<file path="src/rtl/l2_cache_ctrl_pkg.sv">
// Shared types and widths for the direct-mapped write-back L2 controller.
// The optional statistics counters are enabled by defining L2_STATS_EN.
package l2_cache_ctrl_pkg;

  localparam int L2_TAG_BITS    = 2;
  localparam int L2_INDEX_BITS  = 4;
  localparam int CACHELINE_BITS = 1;
  localparam int L2_ADDR_W      = L2_TAG_BITS + L2_INDEX_BITS;
  localparam int L2_SETS        = 1 << L2_INDEX_BITS;

  typedef enum logic [1:0] {
    L2_I = 2'd0,
    L2_C = 2'd1,
    L2_D = 2'd2
  } l2_state_t;

  typedef struct packed {
    l2_state_t                 state;
    logic [L2_TAG_BITS-1:0]    tag;
    logic [CACHELINE_BITS-1:0] data;
  } l2_cacheline_t;

  typedef enum logic [2:0] {
    CTRL_IDLE      = 3'd0,
    CTRL_LOOKUP    = 3'd1,
    CTRL_WB_REQ    = 3'd2,
    CTRL_FILL_REQ  = 3'd3,
    CTRL_FILL_WAIT = 3'd4,
    CTRL_RESP      = 3'd5
  } ctrl_state_t;

  function automatic l2_cacheline_t make_line(input l2_state_t s,
                                              input logic [L2_TAG_BITS-1:0] t,
                                              input logic [CACHELINE_BITS-1:0] d);
    l2_cacheline_t l;
    l.state = s;
    l.tag   = t;
    l.data  = d;
    return l;
  endfunction

  function automatic logic [15:0] sat_inc(input logic [15:0] v);
    return (v == 16'hFFFF) ? v : v + 16'd1;
  endfunction

endpackage

</file>
<file path="src/rtl/l2_cache_ctrl_tag_data_array.sv">
// Tag/state/data storage for the 16 L2 sets: combinational read, one write
// port, and asynchronous invalidate of every line on reset.
module l2_tag_data_array
  import l2_cache_ctrl_pkg::*;
(
  input  logic                     clk,
  input  logic                     reset_n,
  input  logic [L2_INDEX_BITS-1:0] rd_index,
  output l2_cacheline_t            rd_line,
  input  logic                     we,
  input  logic [L2_INDEX_BITS-1:0] wr_index,
  input  l2_cacheline_t            wr_line
);

  l2_cacheline_t lines [L2_SETS];

  always_ff @(posedge clk or negedge reset_n) begin
    if (!reset_n) begin
      for (int i = 0; i < L2_SETS; i++) lines[i] <= '0;
    end else if (we) begin
      lines[wr_index] <= wr_line;
    end
  end

  assign rd_line = lines[rd_index];

endmodule

</file>
<file path="src/rtl/l2_cache_ctrl.sv">
// Direct-mapped write-back L2 controller: one request at a time, misses and
// dirty evictions go through a single-outstanding memory port.
// Statistics counters exist only when L2_STATS_EN is defined.
//
// Handshakes: a transfer happens on a rising edge where valid and ready are
// both high; a valid that is raised stays high with stable payload until
// that edge (l2_req_* from the bus, mem_req_* towards memory).
module l2_cache_ctrl
  import l2_cache_ctrl_pkg::*;
(
  input  logic                      clk,
  input  logic                      reset_n,
  input  logic                      l2_req_valid,
  output logic                      l2_req_ready,
  input  logic [L2_ADDR_W-1:0]      l2_req_addr,
  input  logic                      l2_req_rw,
  input  logic [CACHELINE_BITS-1:0] l2_req_data,
  output logic                      l2_resp_valid,
  output logic [CACHELINE_BITS-1:0] l2_resp_data,
  output logic                      mem_req_valid,
  input  logic                      mem_req_ready,
  output logic [L2_ADDR_W-1:0]      mem_req_addr,
  output logic                      mem_req_rw,
  output logic [CACHELINE_BITS-1:0] mem_req_data,
  input  logic                      mem_resp_valid,
  input  logic [CACHELINE_BITS-1:0] mem_resp_data,
  output logic [15:0]               hit_cnt,
  output logic [15:0]               miss_cnt,
  output logic [15:0]               wb_cnt
);

  ctrl_state_t                state, next_state;
  logic [L2_ADDR_W-1:0]       req_addr;
  logic                       req_rw;
  logic [CACHELINE_BITS-1:0]  req_data;
  logic [CACHELINE_BITS-1:0]  resp_q;
  l2_cacheline_t              line;
  l2_cacheline_t              wr_line;
  logic                       arr_we;
  logic                       lookup_hit;
  logic [L2_TAG_BITS-1:0]     req_tag;
  logic [L2_INDEX_BITS-1:0]   req_index;

  assign req_tag    = req_addr[L2_ADDR_W-1:L2_INDEX_BITS];
  assign req_index  = req_addr[L2_INDEX_BITS-1:0];
  assign lookup_hit = (line.state != L2_I) && (line.tag == req_tag);

  l2_tag_data_array u_array (
    .clk      (clk),
    .reset_n  (reset_n),
    .rd_index (req_index),
    .rd_line  (line),
    .we       (arr_we),
    .wr_index (req_index),
    .wr_line  (wr_line)
  );

  always_ff @(posedge clk or negedge reset_n) begin
    if (!reset_n) state <= CTRL_IDLE;
    else          state <= next_state;
  end

  always_comb begin
    next_state = state;
    arr_we     = 1'b0;
    wr_line    = '0;
    case (state)
      CTRL_IDLE: if (l2_req_valid) next_state = CTRL_LOOKUP;
      CTRL_LOOKUP: begin
        if (lookup_hit) begin
          if (!req_rw) begin
            next_state = CTRL_RESP;
          end else begin
            arr_we     = 1'b1;
            wr_line    = make_line(L2_D, req_tag, req_data);
            next_state = CTRL_IDLE;
          end
        end else if (line.state == L2_D) begin
          next_state = CTRL_WB_REQ;
        end else if (!req_rw) begin
          next_state = CTRL_FILL_REQ;
        end else begin
          // Write-back miss over a clean victim: whole line supplied, no fill.
          arr_we     = 1'b1;
          wr_line    = make_line(L2_D, req_tag, req_data);
          next_state = CTRL_IDLE;
        end
      end
      CTRL_WB_REQ: begin
        if (mem_req_ready) begin
          if (req_rw) begin
            arr_we     = 1'b1;
            wr_line    = make_line(L2_D, req_tag, req_data);
            next_state = CTRL_IDLE;
          end else begin
            next_state = CTRL_FILL_REQ;
          end
        end
      end
      CTRL_FILL_REQ: if (mem_req_ready) next_state = CTRL_FILL_WAIT;
      CTRL_FILL_WAIT: begin
        if (mem_resp_valid) begin
          arr_we     = 1'b1;
          wr_line    = make_line(L2_C, req_tag, mem_resp_data);
          next_state = CTRL_RESP;
        end
      end
      CTRL_RESP: next_state = CTRL_IDLE;
      default:   next_state = CTRL_IDLE;
    endcase
  end

  always_ff @(posedge clk or negedge reset_n) begin
    if (!reset_n) begin
      req_addr <= '0;
      req_rw   <= 1'b0;
      req_data <= '0;
      resp_q   <= '0;
    end else begin
      if (state == CTRL_IDLE && l2_req_valid) begin
        req_addr <= l2_req_addr;
        req_rw   <= l2_req_rw;
        req_data <= l2_req_data;
      end
      if (state == CTRL_LOOKUP && lookup_hit && !req_rw) resp_q <= line.data;
      if (state == CTRL_FILL_WAIT && mem_resp_valid)      resp_q <= mem_resp_data;
    end
  end

  // The victim line is untouched until the eviction completes, so reading it
  // straight from the array keeps the eviction payload stable while stalled.
  assign l2_req_ready  = (state == CTRL_IDLE);
  assign l2_resp_valid = (state == CTRL_RESP);
  assign l2_resp_data  = (state == CTRL_RESP) ? resp_q : '0;
  assign mem_req_valid = (state == CTRL_WB_REQ) || (state == CTRL_FILL_REQ);
  assign mem_req_rw    = (state == CTRL_WB_REQ);
  assign mem_req_addr  = (state == CTRL_WB_REQ)   ? {line.tag, req_index} :
                         (state == CTRL_FILL_REQ) ? req_addr : '0;
  assign mem_req_data  = (state == CTRL_WB_REQ) ? line.data : '0;

`ifdef L2_STATS_EN
  logic [15:0] hit_q, miss_q, wb_q;

  always_ff @(posedge clk or negedge reset_n) begin
    if (!reset_n) begin
      hit_q  <= '0;
      miss_q <= '0;
      wb_q   <= '0;
    end else begin
      if (state == CTRL_LOOKUP) begin
        if (lookup_hit) hit_q  <= sat_inc(hit_q);
        else            miss_q <= sat_inc(miss_q);
      end
      if (state == CTRL_WB_REQ && mem_req_ready) wb_q <= sat_inc(wb_q);
    end
  end

  assign hit_cnt  = hit_q;
  assign miss_cnt = miss_q;
  assign wb_cnt   = wb_q;
`else
  assign hit_cnt  = '0;
  assign miss_cnt = '0;
  assign wb_cnt   = '0;
`endif

endmodule
</file>
<file path="config.mk">
export PLATFORM = sky130hd
export DESIGN_NAME = l2_cache_ctrl
export DESIGN_NICKNAME = d
export VERILOG_FILES = /design/src/rtl/l2_cache_ctrl_pkg.sv /design/src/rtl/l2_cache_ctrl_tag_data_array.sv /design/src/rtl/l2_cache_ctrl.sv
export SDC_FILE = /design/constraint.sdc
export NUM_CORES = 1
export LEC_CHECK = 0
export ABC_CLOCK_PERIOD_IN_PS = 3200
export CAP_MARGIN = 20
export CORE_ASPECT_RATIO = 0.9
export CORE_UTILIZATION = 35
export DETAILED_ROUTE_END_ITERATION = 8
export PLACE_DENSITY = 0.57
export RECOVER_POWER = 50
export SYNTH_ARGS = -nofsm -noshare
export SYNTH_HDL_FRONTEND = slang
export SYNTH_SLANG_ARGS = --single-unit
</file>
<file path="constraint.sdc">
create_clock -name clk -period 3.2 [get_ports clk]
set_clock_uncertainty 0.1 [all_clocks]
set_input_delay 0.64 -clock clk [delete_from_list [all_inputs] [get_ports clk]]
set_output_delay 0.64 -clock clk [all_outputs]
set_load 0.02 [all_outputs]
</file>
==> metrics.md <==
| Metric | Value |
|---|---|
| Number of global-route vias before repair | 3013 |
| Total track usage | 15.41% |
| Syn. warnings | 0 |
| Largest cells by area after synthesis | dfrtp_1 (45%), mux2_4 (8.7%), mux4_2 (7.4%) |
| Met2 Track Usage GR | 23.44% |
| Post-synthesis mux area share | 33.13% |
| Share of layout cells above drive strength 1 | 28.88% |
| Worst EP arrival | 2.36 ns |
| Via Count | 2902 |
| Die area | 15250 sq um |
| Clock latency on the worst-skew pair | 0.34 ns |
| Cell Rows | 41 |
| Num CTS Buffers | 9 |
| Io pins | 74 |
| Synth Area in Adders | 0% |
| Cell area after synthesis | 5166 sq um |
| Post-synth top cells | dfrtp_1 (92), buf_4 (50), mux2_1 (30), mux2_4 (30), mux2_2 (28) |
| Hold buffers post-CTS | 0 |
| Fin Setup TNS | 0 ns |
| First-pass GRT wire length | 17.33 mm |
| Routability cong. | 0.7749 |
| EDFF count, synth | 0 |
| Worst-case clock buffer depth | 2 |
| Met1 usage | 22.08% |
| Top FF cell, synth | dfrtp_1 |
| Synthesized flop and latch total | 92 |
| Drt first-iter violations | 122 |
| Post-route insts no fill | 605 |
| Synth unique cells | 42 |
| Xor/xnor share of the synthesized area | 0.6297% |
| Most used routing layer | met2 |
| Antenna violations before repair | 0 |
| Setup crit start | req_addr[1] |
| Worst-path clk slew | 0.07 ns |
| DP Wirelength | 7.376 mm |
| Critical path fanouts, max | 27 |
| Routed wire length | 10.60 mm |
| Die height | 117.3 microns |
| P_leak | 0.002678 uW |
| GR Util met3 | 3.273% |
| Crit share post-route | 97.02% |
| Fin crit period | 3.105 ns |
| CP Class | reg -> out |
| Critical path's slowest cell | mux4_2 |
| Pwr Total | 5538 uW |
| Synth top area share | 44.56% |
| # DRC | 0 |
| Fin. Hold Viols | 0 |
| Crit Reg-Reg Startpoint | req_addr[1] |
| Largest net degree at the start of global routing | 56 |
| Initial cell density of the core | 36.36% |
| Actual slew at the worst max-slew pin | 1.419 ns |
| Slew headroom | 5.407% |
| Syn Inst Count | 387 |
| RSZ-0062 raised after global routing | false |
| Area leader, netlist | dfrtp_1 |
| Hold Crit Class | reg -> reg |
| Startpoint types | flip-flop |
| Status | finished clean |
| CTS tree | built |
| Compound-Gate Fraction of Synth Area | 3.076% |
| Fin. max-slew vios | 0 |
| Fmax achieved | 322.1 MHz |
| Asr flop ratio synth | 100.0% |
| Die X | 130.1 microns |
| Buf/Inv on CP | 2 |
| Sequential area share after synthesis | 44.56% |
| Main combinational cell family by area after synthesis | multiplexers |
| CP dominant cell by count | mux2i_1 |
| Final #Nets | 421 |
| Sink Count | 92 |
| Core area | 14210 sq um |
| CP max stage delay | 0.52 ns |
| Crit. End Element | primary output |
| H-tree Lvls | 3 |
| Syn_area_per_cell | 13.35 sq um |
| Setup-failing EPs final | 0 |
| Ant diodes | 0 |
| Peak supply drop | 350.4 uV |
| Post-DRT Antenna Nets | 0 |
| Maxcap violations | 0 |
| Crit-path cells | buf_12 -> mux2i_1 -> mux4_2 -> mux2i_4 -> mux2i_1 -> nor2_1 -> dlygate4sd2_1 |
| PortBufs | 25 |
| Routed WL per cell | 17.51 microns |
| Worst hold start | u_array.lines[69] |
| Post-DR vias/cell | 4.797 |
| CP required | 2.46 ns |
| Root Driver | clkbuf_16 |
| Simple-gate portion of the synthesized area | 7.314% |
| Grt total ovfl | 0 |
| Inst Count DP | 581 |
| P per Cell Area | 962.6 nW/um^2 |
| Top delay family on crit path | multiplexers |
| Most common cell in the synthesized netlist | dfrtp_1 |
| P&R area growth vs syn | 11.36% |
| DR pass1 iterations | 4 |
## logic make-up after synthesis
kind of cell / after synthesis
xor gates and xnor gates: 2
DFF: 92
muxes: 125
other: 1
AOI/OAI and AO/OA: 20
buffers and inverters: 84
and+or+nand+nor: 63
## stage by stage
stage | setup slack [ns] | hold slack (ns) | instance area (sq um) | utilization [%]
after floorplan | 0.2038 | 0.2444 | 5343 | -
final | 0.09535 | 0.3851 | 5753 | 40.49
after CTS | 0.0002116 | 0.2929 | 5693 | 40.06
after global placement | 0.08806 | 0.3612 | 5384 | 37.89
after global routing | 0.005747 | 0.3997 | 5753 | 40.49
after detailed placement | 0.08613 | 0.3707 | 5384 | 37.89
## worst reg2reg max path, stage by stage, from the launching register on
cell	delay, ns
dfrtp_1	0.39
buf_12	0.18
mux2i_1	0.15
mux4_2	0.52
mux2i_4	0.22
xor2_2	0.14
o211ai_2	0.17
buf_4	0.20
and4_1	0.45
mux2_4	0.34
## cell usage in the layout (no fill, tap or decap), types with 9 or more instances in the layout
master / n
dfrtp_1: 92
conb_1: 48
mux2_4: 30
mux2_1: 30
mux2_2: 28
clkdlybuf4s50_1: 21
mux2i_1: 18
mux4_2: 17
buf_4: 15
and4_1: 12
nor2_1: 10
clkbuf_16: 9
## area by class of cell
class	count	area, sq um
fillers	1342	8457
multi-input cells	258	2467
flip-flops and latches	92	2302
repair buffers	45	427.9
clock buffers	11	242.7
well taps	193	241.5
clock inverters	5	67.56
inverters	1	3.754
## final timing paths
kind	endpoint	slack, ns	depth (start not counted)
max	mem_req_addr[4]	0.1	7
min	u_array.lines[69]	0.39	1
max reg2reg	u_array.lines[36]	0.21	9
min reg2reg	u_array.lines[69]	0.39	1
max in group asynchronous	u_array.lines[44]	0.80	2
min in group asynchronous	u_array.lines[23]	0.53	1
## sequential cells by signal (all words and copies together) (netlist names)
signal,flops
u_array.lines,80
resp_q,1
req_rw,1
req_data,1
req_addr,6
state,3
## per-layer routing
layer	part of all wire [%]	up-vias
li1	-	1332
met1	51	1486
met2	44	73
met3	4.6	11
met4	1.0	0
met5	0	-
## what timing repair did
action | in CTS | in global routing
buffers inserted | 0 | 8
resized for setup | 5 | 5
pin swaps | 0 | 0
setup endpoints to repair | 3 | 48
## power by group
group          internal (uW)  switching (uW)
sequential              1600             357
clock                    640             472
combinational           1270            1200
Note: power is estimated with default switching activity, not from simulation.
